===== src/rtl/issue_sched.sv =====
// Issue scheduler: scoreboard hazard check, 2-port register-read sequencing, issue handshake.
// Optional performance counters are built only when SCHED_PERF_EN is defined.
module issue_sched #(
   parameter int unsigned NREG  = 16,
   parameter int unsigned CNT_W = 16
) (
   input  logic             clk,
   input  logic             rst_n,
   input  logic             dec_valid,
   output logic             dec_ready,
   input  logic [3:0]       dec_rn,
   input  logic [3:0]       dec_rm,
   input  logic [3:0]       dec_rs,
   input  logic             dec_rn_use,
   input  logic             dec_rm_use,
   input  logic             dec_rs_use,
   input  logic [3:0]       dec_rd,
   input  logic             dec_rd_wr,
   input  logic             dec_s_cpsr,
   input  logic             dec_cond_use,
   output logic [3:0]       rf_ra1,
   output logic [3:0]       rf_ra2,
   output logic             rf_re1,
   output logic             rf_re2,
   output logic [1:0]       rf_sel,
   output logic             iss_valid,
   input  logic             iss_ready,
   input  logic             wb_valid,
   input  logic [3:0]       wb_rd,
   input  logic             wb_flags,
   output logic [NREG-1:0]  sb_busy,
   output logic             flag_busy,
   output logic             sb_err,
   output logic [CNT_W-1:0] stall_cnt,
   output logic [CNT_W-1:0] issue_cnt
);

   typedef enum logic [2:0] {StIdle, StCheck, StRdA, StRdB, StIssue} state_e;

   state_e          state_q, state_d;
   logic [3:0]      rn_q, rm_q, rs_q, rd_q;
   logic            rn_use_q, rm_use_q, rs_use_q, rd_wr_q, s_cpsr_q, cond_use_q;
   logic [3:0]      src0, src1, src2;
   logic [1:0]      nsrc;
   logic [NREG-1:0] busy_q, busy_d, wb_mask, busy_eff;
   logic            flag_q, flag_d, flag_eff, err_q, err_d;
   logic            hazard, accept, issue_hs, set_rd, set_fl;

   // Distinct used sources in rn, rm, rs order.
   always_comb begin
      src0 = '0;
      src1 = '0;
      src2 = '0;
      nsrc = 2'd0;
      if (rn_use_q) begin
         src0 = rn_q;
         nsrc = 2'd1;
      end
      if (rm_use_q) begin
         if (nsrc == 2'd0) begin
            src0 = rm_q;
            nsrc = 2'd1;
         end else if (rm_q != src0) begin
            src1 = rm_q;
            nsrc = 2'd2;
         end
      end
      if (rs_use_q) begin
         if (nsrc == 2'd0) begin
            src0 = rs_q;
            nsrc = 2'd1;
         end else if (nsrc == 2'd1) begin
            if (rs_q != src0) begin
               src1 = rs_q;
               nsrc = 2'd2;
            end
         end else if (rs_q != src0 && rs_q != src1) begin
            src2 = rs_q;
            nsrc = 2'd3;
         end
      end
   end

   // Same-cycle writebacks are masked out so they release a stall immediately.
   assign wb_mask  = wb_valid ? (NREG'(1) << wb_rd) : '0;
   assign busy_eff = busy_q & ~wb_mask;
   assign flag_eff = flag_q & ~wb_flags;
   assign hazard   = (rn_use_q & busy_eff[rn_q]) | (rm_use_q & busy_eff[rm_q]) |
                     (rs_use_q & busy_eff[rs_q]) | (rd_wr_q & busy_eff[rd_q]) |
                     ((cond_use_q | s_cpsr_q) & flag_eff);

   assign accept   = dec_valid & dec_ready;
   assign issue_hs = (state_q == StIssue) & iss_ready;
   assign set_rd   = issue_hs & rd_wr_q;
   assign set_fl   = issue_hs & s_cpsr_q;

   always_comb begin
      state_d   = state_q;
      dec_ready = 1'b0;
      rf_ra1    = '0;
      rf_ra2    = '0;
      rf_re1    = 1'b0;
      rf_re2    = 1'b0;
      rf_sel    = 2'd0;
      iss_valid = 1'b0;
      unique case (state_q)
         StIdle: begin
            dec_ready = rst_n;
            if (dec_valid) state_d = StCheck;
         end
         StCheck: begin
            if (!hazard) state_d = (nsrc == 2'd0) ? StIssue : StRdA;
         end
         StRdA: begin
            rf_ra1  = src0;
            rf_ra2  = src1;
            rf_re1  = 1'b1;
            rf_re2  = (nsrc >= 2'd2);
            state_d = (nsrc == 2'd3) ? StRdB : StIssue;
         end
         StRdB: begin
            rf_ra1  = src2;
            rf_re1  = 1'b1;
            rf_sel  = 2'd1;
            state_d = StIssue;
         end
         StIssue: begin
            iss_valid = 1'b1;
            if (iss_ready) state_d = StIdle;
         end
         default: state_d = StIdle;
      endcase
   end

   // A retire colliding with a same-cycle issue of that register is absorbed by the set.
   always_comb begin
      busy_d = busy_q;
      flag_d = flag_q;
      err_d  = err_q;
      if (wb_valid) begin
         if (busy_q[wb_rd]) busy_d[wb_rd] = 1'b0;
         else if (!(set_rd && rd_q == wb_rd)) err_d = 1'b1;
      end
      if (wb_flags) begin
         if (flag_q) flag_d = 1'b0;
         else if (!set_fl) err_d = 1'b1;
      end
      if (set_rd) busy_d[rd_q] = 1'b1;
      if (set_fl) flag_d = 1'b1;
   end

   always_ff @(posedge clk or negedge rst_n) begin
      if (!rst_n) begin
         state_q    <= StIdle;
         busy_q     <= '0;
         flag_q     <= 1'b0;
         err_q      <= 1'b0;
         rn_q       <= '0;
         rm_q       <= '0;
         rs_q       <= '0;
         rd_q       <= '0;
         rn_use_q   <= 1'b0;
         rm_use_q   <= 1'b0;
         rs_use_q   <= 1'b0;
         rd_wr_q    <= 1'b0;
         s_cpsr_q   <= 1'b0;
         cond_use_q <= 1'b0;
      end else begin
         state_q <= state_d;
         busy_q  <= busy_d;
         flag_q  <= flag_d;
         err_q   <= err_d;
         if (accept) begin
            rn_q       <= dec_rn;
            rm_q       <= dec_rm;
            rs_q       <= dec_rs;
            rd_q       <= dec_rd;
            rn_use_q   <= dec_rn_use;
            rm_use_q   <= dec_rm_use;
            rs_use_q   <= dec_rs_use;
            rd_wr_q    <= dec_rd_wr;
            s_cpsr_q   <= dec_s_cpsr;
            cond_use_q <= dec_cond_use;
         end
      end
   end

   assign sb_busy   = busy_q;
   assign flag_busy = flag_q;
   assign sb_err    = err_q;

`ifdef SCHED_PERF_EN
   logic [CNT_W-1:0] stall_q, issue_q;

   always_ff @(posedge clk or negedge rst_n) begin
      if (!rst_n) begin
         stall_q <= '0;
         issue_q <= '0;
      end else begin
         if (state_q == StCheck && hazard && !(&stall_q)) stall_q <= stall_q + CNT_W'(1);
         if (issue_hs && !(&issue_q)) issue_q <= issue_q + CNT_W'(1);
      end
   end

   assign stall_cnt = stall_q;
   assign issue_cnt = issue_q;
`else
   assign stall_cnt = '0;
   assign issue_cnt = '0;
`endif

endmodule

===== config.mk =====
export PLATFORM = sky130hd
export DESIGN_NAME = issue_sched
export DESIGN_NICKNAME = d
export VERILOG_FILES = /design/src/rtl/issue_sched.sv
export SDC_FILE = /design/constraint.sdc
export NUM_CORES = 1
export LEC_CHECK = 0
export ABC_CLOCK_PERIOD_IN_PS = 6100
export BUFFER_PORTS_ARGS = -buffer_cell sky130_fd_sc_hd__buf_2
export CORE_UTILIZATION = 45
export DETAILED_ROUTE_END_ITERATION = 10
export GPL_TIMING_DRIVEN = 1
export MAX_ROUTING_LAYER = met4
export PLACE_DENSITY = 0.66
export SETUP_SLACK_MARGIN = 0.1
export SLEW_MARGIN = 20
export SYNTH_ARGS = -nofsm -noshare
export SYNTH_HDL_FRONTEND = slang
export SYNTH_SLANG_ARGS = --single-unit
export TNS_END_PERCENT = 5

===== constraint.sdc =====
create_clock -name clk -period 6.1 [get_ports clk]
set_clock_uncertainty 0.05 [all_clocks]
set_input_delay 0.61 -clock clk [delete_from_list [all_inputs] [get_ports clk]]
set_output_delay 0.61 -clock clk [all_outputs]
set_load 0.05 [all_outputs]

Yosys cells after proc, flatten, opt, wreduce, memory -nomap -nowiden

Cells that the tools add are included.

Bitwise logic cells: 21
Reductions and logical operators: 11
Shift-type cells: 1
$lt $le $gt $ge: 8
Equality and inequality tests: 13
Mux-type cells: 64

Operator list:

| kind                                                                   | number |
|---|---|
| 4-bit 2-to-1 mux                                                       | 17 |
| 16-bit 2-to-1 mux                                                      | 4 |
| 16-bit bitwise AND                                                     | 2 |
| 16-bit inverter                                                        | 2 |
| 4-bit by 5-bit < comparator with 1-bit output (second input constant)  | 5 |
| 1-bit 2-to-1 mux                                                       | 21 |
| 1-bit binary-select mux with 4-bit select                              | 5 |
| 2-bit 2-to-1 mux                                                       | 8 |
| 16-bit bitwise OR                                                      | 1 |
| 1-bit by 4-bit << shifter with 16-bit output (first input constant)    | 1 |
| 3-bit 2-to-1 mux                                                       | 5 |
| 3-bit one-hot mux with 5 select lines                                  | 1 |
| 4-bit inequality test                                                  | 3 |
| 1-bit bitwise AND                                                      | 10 |
| 1-bit demux with 4-bit select                                          | 2 |
| 4-bit by 1-bit >= comparator with 1-bit output (second input constant) | 2 |
| 4-bit one-hot mux with 2 select lines                                  | 1 |
| 3-bit by 2-bit == test with 1-bit output (second input constant)       | 2 |
| 2-bit zero test                                                        | 3 |
| 2-bit inequality test (second input constant)                          | 3 |
| 1-bit bitwise OR                                                       | 5 |
| 4-bit == test                                                          | 1 |
| 1-bit logical AND                                                      | 4 |
| 3-bit by 1-bit == test with 1-bit output (second input constant)       | 1 |
| 9 further kinds                                                        | 9 |

Logic and storage cells: 132
Input port bits: 32
Output and inout bits: 64
Register bits: 43

Longest topological paths before layout

Gate-level depths: netlist of run 1.

Word-level depth: 15
Gate-level depth with buffers: 9
Gate-level depth less buffers: 7

Worst setup path before layout of run 1

No wires, ideal clock.

Path kind: register to output
Start point: register state_q[1]
End point: output rf_re2
Setup slack: 2.698 ns
Stages on the path, launching flop included: 6
Path buffers: 1
Data arrival time: 2.742 ns
Cells stage by stage: dfrtp_1 nor2b_1 clkbuf_1 nand2_1 a21oi_1 a21boi_0

Cells in the longest elaborated chain, start to end: 2

RTL lines:

| what                                     | line | text |
|---|---|---|
| from (decl)                              | 40   | `state_e state_q, state_d;` |
| from (signal assigned)                   | 154  | `state_q <= StIdle;` |
| from (signal assigned)                   | 169  | `state_q <= state_d;` |
| 3-bit by 2-bit == test with 1-bit output | 106  | `unique case (state_q)` |
| 1-bit 2-to-1 mux                         | 106  |  |
| to (decl)                                | 24   | `output logic rf_re2,` |

Every way passes these cells.

Worst setup path after layout of run 1

Start point: register rm_q[0]
End point: output rf_ra1[2]

Cells in the longest elaborated chain, start to end: 11

RTL lines:

| what                                    | line | text |
|---|---|---|
| from (decl)                             | 41   | `logic [3:0] rn_q, rm_q, rs_q, rd_q;` |
| from (signal assigned)                  | 175  | `rm_q <= dec_rm;` |
| 4-bit inequality test                   | 63   | `end else if (rm_q != src0) begin` |
| 4-bit 2-to-1 mux                        | 63   |  |
| 4-bit 2-to-1 mux                        | 60   | `if (nsrc == 2'd0) begin` |
| 4-bit 2-to-1 mux                        | 59   | `if (rm_use_q) begin` |
| 4-bit inequality test                   | 77   | `end else if (rs_q != src0 && rs_q != src1) begin` |
| 1-bit logical AND                       | 77   |  |
| 4-bit 2-to-1 mux                        | 77   |  |
| 4-bit 2-to-1 mux                        | 72   | `end else if (nsrc == 2'd1) begin` |
| 4-bit 2-to-1 mux                        | 69   | `if (nsrc == 2'd0) begin` |
| 4-bit 2-to-1 mux                        | 68   | `if (rs_use_q) begin` |
| 4-bit one-hot mux with 2 select lines * | 106  |  |
| to (decl)                               | 21   | `output logic [3:0] rf_ra1,` |

Every way passes the cells marked *; elsewhere a longest branch is shown, timed or not.

==> results of run 1 <==
cell type report:
class	count	area (µm²)	share of cell area, %
Clock inverter	1	5.00	0.133
Inverter	16	60.1	1.59
Clock buffer	6	82.6	2.19
Timing Repair Buffer	63	318	8.44
Sequential cell	43	1080	28.6
Tap cell	99	124	3.29
Multi-Input combinational cell	304	2100	55.8
worst max-delay path by stage:
stage | to | slack, ns | cells past startpoint
floorplan | rf_re2 | 2.70 | 5
global placement | rf_ra1[2] | 2.81 | 8
detailed placement | rf_ra1[2] | 2.82 | 8
CTS | rf_ra1[2] | 2.47 | 8
global route | rf_ra1[2] | 2.11 | 8
finish | rf_ra1[2] | 2.42 | 8
state kept, by name, indices dropped and copies added, names as in the netlist:
signal      cells
sb_busy        16
rd_q            4
rm_q            4
rn_q            4
rs_q            4
state_q         3
cond_use_q      1
flag_busy       1
rd_wr_q         1
rm_use_q        1
rn_use_q        1
rs_use_q        1
s_cpsr_q        1
sb_err          1
cell families after synthesis:
family / Yosys count
XOR/XNOR: 15
buffers and inverters: 83
flip-flops: 43
multiplexers: 34
AO/OA/AOI/OAI: 132
AND/OR/NAND/NOR: 90
other: 1
routing by layer:
metal	vias up	share of wire (%)	global-route usage, %
li1	1489	-	-
met1	1589	44	35.1
met2	231	46	38.9
met3	24	8.6	4.04
met4	0	1.8	8.33
met5	-	0	-
cells in the final DEF (no fill, tap or decap), types with 8 or more instances in the layout:
master and instances:
inv_1 16, a21oi_1 13, dfrtp_1 43, o21ai_1 11, conb_1 33, o211ai_1 33, nor2_1 21, buf_2 62
nand3_1 13, xor2_1 11, mux2_2 22, o21ai_0 27, nand2_1 17, o2111ai_1 8
per-stage QoR:
stage | utilization [%] | setup WS, ns | power (W)
after CTS | 50.9 | 2.47 | 0.00208
after detailed placement | 49.7 | 2.82 | 0.00189
after global placement | 49.7 | 2.81 | 0.00188
after global routing | 50.9 | 2.11 | 0.00224
after floorplan | - | 2.70 | 0.00161
final | 50.9 | 2.42 | 0.00210
worst reg2reg max path, cell delays in order, from the launching register on:
cell,delay (ns)
dfrtp_1,0.87
xor2_1,0.22
o41ai_1,0.64
a21oi_1,0.08
o31ai_1,0.13
a211oi_1,0.15
or3_1,0.38
o211a_1,0.21
where the power goes:
part | total (W) | switching (W) | internal (W)
clock network | 0.000184 | 0.0000947 | 0.0000889
logic | 0.00116 | 0.000723 | 0.000439
registers | 0.000758 | 0.000354 | 0.000404
==> results.yml, run 1 <==
run_status:
  outcome: "completed"
global_routing:
  first_global_vias: 3225
  grt_remaining_overflow: 0
  grt_antenna_before_repair: 0
  grt_max_degree: 45
  grt_pass1_wl_um: 16300
  grt.total_usage_pct: 25.7
place:
  port_buffers: 62
  place_area_um2: 3680
  dp.cells: 525
  gp_congestion: 0.999
  dp.final_hpwl_um: 7390
logic_synthesis:
  yosysSeqAreaShare_pct: 30.5
  synth_compound_area_share_pct: 25.6
  synth_cell_types: 55
  syn_area_um2: 3520
  yosysTopAreaCellShare_pct: 30.5
  synth_mux_area_share_pct: 13.4
  yosys.area.top_type: "dfrtp_1"
  async_flop_share_pct: 100
  synth_top_family_by_area: "compound AO/OA/AOI/OAI gates"
  yosys-top-cells-area: "dfrtp_1 31%, buf_4 7.7%, o211ai_1 7.0%, mux2_2 7.0%, mux4_2 4.5%"
  synth_fa_ha_area_share_pct: 0
  avgSynthCellArea_um2: 8.85
  yosysMostFrequentCell: "dfrtp_1"
  syn_inst: 398
  synth_top_flop_cell: "dfrtp_1"
  synth-xor-area-share_pct: 3.73
  ys_top_cells_by_count: "43 x dfrtp_1, 36 x buf_4, 33 x o211ai_1"
  synth-seq-cells: 43
  synthSimpleGateAreaFrac_pct: 13.4
  ys_warn_count: 0
  synth_edf_count: 0
clock_network:
  tritoncts: "built"
  cts_resized: 0
  clock_latency_ns: 0.29
  ctsHoldBuffers: 0
  cts_setup_buffers: 0
  clk_path_buf_depth: 2
  htreeDepth: 2
  cts_sinks: 43
  numCtsBuffers: 5
  cts.clk_slew.worst_paths_ns: 0.08
  ctsRootBufferMaster: "clkbuf_8"
min_path:
  hp-class: "input pin to async pin"
die:
  initial_utilization_pct: 47.6
  design.core.area_um2: 7410
  ios: 96
  die_w_um: 90.5
  die_y_um: 90.5
  num_rows: 31
  die_area_um2: 8190
sta:
  relSlewSlack_pct: 41.9
  hold_viol: 0
  clock.fmax_ghz: 0.272
  maxSlewViolCount: 0
  fin_crit_ns: 3.68
  tightestPinTransition_ns: 0.869
  post-route-period-util_pct: 60.3
  setup_tns_ns: 0
  rsz0062_at_grt: "no"
  setup_violations: 0
  holdWs_ns: 0.330
critical_path:
  cp_num_buf_inv: 1
  crit_required_ns: 5.44
  cp-startpoint: "rm_q[0]"
  startpoint_type: "flop"
  cpPeakStageDelay_ns: 0.87
  worstPathCellList: "xor2_1 -> o41ai_1 -> a21oi_1 -> o31ai_1 -> a21oi_1 -> a21oi_1 -> o22ai_1 -> buf_2"
  r2r_slack_ns: 3.26
  arrival_ns: 3.02
  critPathMaxFanout: 22
  setup.worst_path.end_class: "output pin"
  r2r_end: "state_q[0]"
  crit_top_cell: "a21oi_1"
  worst-setup-path-type: "flop to output pin"
  r2r_cells: 7
  critPathSlowestCell: "dfrtp_1"
  rr_startpoint: "rm_q[0]"
  path_delay_family: "compound AO/OA/AOI/OAI gates"
routing:
  vias_per_cell: 6.27
  routed_wl_um: 9830
  ant_nets: 0
  drc: 0
  dr.pass1.iters: 5
  wire_per_inst_um: 18.5
  first_iter_violations: 331
  vias: 3333
final_layout:
  final_nets: 465
  n_antenna_cell: 0
  drive_above_1_share_pct: 24.2
  instances_no_fill: 532
  area_growth_pct: 6.92
  final_area_um2: 3770
  fillers: 726
pwr:
  p_leak_nw: 1.63
  powerDensity_nw_per_um2: 558
  ir_drop_mv: 0.266
flow_run:
  cap_viol_max_count: 0
Note: power is estimated with default switching activity, not from simulation.
==> run 2, diff against run 1 <==
ABC_CLOCK_PERIOD_IN_PS = 3600   (was 6100)
clock period = 3.6 ns   (was 6.1 ns; I/O delays follow)
==> results.yml, run 2 (same netlist as run 1, synthesis figures left out) <==
run_status:
  outcome: "completed"
sta:
  hold_viol: 0
  setup_violations: 0
  clock.fmax_ghz: 0.305
  relSlewSlack_pct: 43.5
  post-route-period-util_pct: 91.0
  maxSlewViolCount: 0
  rsz0062_at_grt: "no"
  tightestPinTransition_ns: 0.846
  setup_tns_ns: 0
  fin_crit_ns: 3.28
die:
  ios: 96
  die_area_um2: 8190
  die_y_um: 90.5
  num_rows: 31
  design.core.area_um2: 7410
  initial_utilization_pct: 47.6
  die_w_um: 90.5
routing:
  first_iter_violations: 509
  vias_per_cell: 6.29
  vias: 3363
  dr.pass1.iters: 5
  ant_nets: 0
  drc: 0
  routed_wl_um: 9870
  wire_per_inst_um: 18.5
global_routing:
  grt_remaining_overflow: 0
  first_global_vias: 3142
  grt_pass1_wl_um: 16200
  grt_antenna_before_repair: 0
  grt.total_usage_pct: 25.7
  grt_max_degree: 44
clock_network:
  cts_setup_buffers: 0
  htreeDepth: 2
  cts_sinks: 43
  clk_path_buf_depth: 2
  ctsRootBufferMaster: "clkbuf_8"
  numCtsBuffers: 5
  tritoncts: "built"
  cts.clk_slew.worst_paths_ns: 0.08
  clock_latency_ns: 0.30
critical_path:
  r2r_cells: 7
  worst-setup-path-type: "flop to output pin"
  critPathMaxFanout: 19
  startpoint_type: "flop"
  crit_required_ns: 3.19
  setup.worst_path.end_class: "output pin"
  arrival_ns: 2.87
final_layout:
  layout.cells.most_common: "buf_2"
  instances_no_fill: 535
  fillers: 732
  area_growth_pct: 8.10
  fin_util_pct: 51.4
  layout_common_cells: "62 x buf_2, 42 x dfrtp_1, 33 x o211ai_1, 33 x conb_1, 27 x o21ai_0"
  n_antenna_cell: 0
  final_nets: 467
  drive_above_1_share_pct: 25.0
  largest_register_ffs: 16
  final_area_um2: 3810
flow_run:
  cap_viol_max_count: 0
place:
  dp.final_hpwl_um: 7370
  gp_congestion: 0.961
  port_buffers: 62
  dp.cells: 527
  place_area_um2: 3690
pwr:
  p_leak_nw: 1.65
  powerDensity_nw_per_um2: 955
  ir_drop_mv: 0.460
min_path:
  hp-class: "input pin to async pin"
## run 2: cell count changes in the layout (fill, tap and decap cells not counted), sizes merged
cell    delta
buf        +2
bufinv     +1
clkbuf     -1
clkinv     +1
## run 2: final timing paths
kind	startpoint	slack [ns]	end
worst max-delay path	rn_use_q	0.32	rf_ra1[3]
worst min-delay path	rst_n	0.13	rd_q[2]
worst max register to register	rn_use_q	0.91	state_q[0]
worst min register to register	sb_err	0.45	sb_err
max in group asynchronous	rst_n	2.99	rm_q[0]
min in group clk	dec_rs_use	0.23	rs_use_q
## run 2: worst max-delay path, cell delays in order, from the launching register on
cell      delay [ns]
dfrtp_1         0.72
nand2_1         0.17
a32oi_1         0.23
o211ai_1        0.17
o31ai_1         0.46
a21oi_1         0.16
a21oi_1         0.31
o22ai_1         0.13
buf_2           0.22
## run 2: area by class of cell
type / instances / area, µm² / area share (%)
Multi-Input combinational cell: 304 / 2100 / 55.2
Sequential cell: 43 / 1080 / 28.3
Timing Repair Buffer: 65 / 333 / 8.74
Tap cell: 99 / 124 / 3.25
Clock buffer: 5 / 68.8 / 1.81
Inverter: 16 / 60.1 / 1.58
Clock inverter: 3 / 43.8 / 1.15
## run 2: timing repair
action	in CTS	in global routing
hold buffers	0	0
gates resized for setup	0	1
endpoints found under the setup margin	0	8
## run 2: per-layer routing
metal / wire length (µm) / vias up / track usage [%]
li1: - / 1493 / -
met1: 4220 / 1586 / 35.3
met2: 4440 / 241 / 37.9
met3: 933 / 43 / 5.39
met4: 286 / 0 / 8.06
met5: 0 / - / -
## run 2: metrics by stage
step | hold WS, ns | power (W) | setup WS (ns)
CTS | 0.162 | 0.00360 | 0.222
global route | 0.188 | 0.00388 | 0.101
global placement | 0.445 | 0.00320 | 0.590
detailed placement | 0.455 | 0.00322 | 0.558
floorplan | 0.0144 | 0.00273 | 0.448
finish | 0.135 | 0.00364 | 0.324
## run 2: report_power, final
part / internal, W / switching, W
combinational: 0.000752 / 0.00126
clock: 0.000207 / 0.000170
sequential: 0.000687 / 0.000566
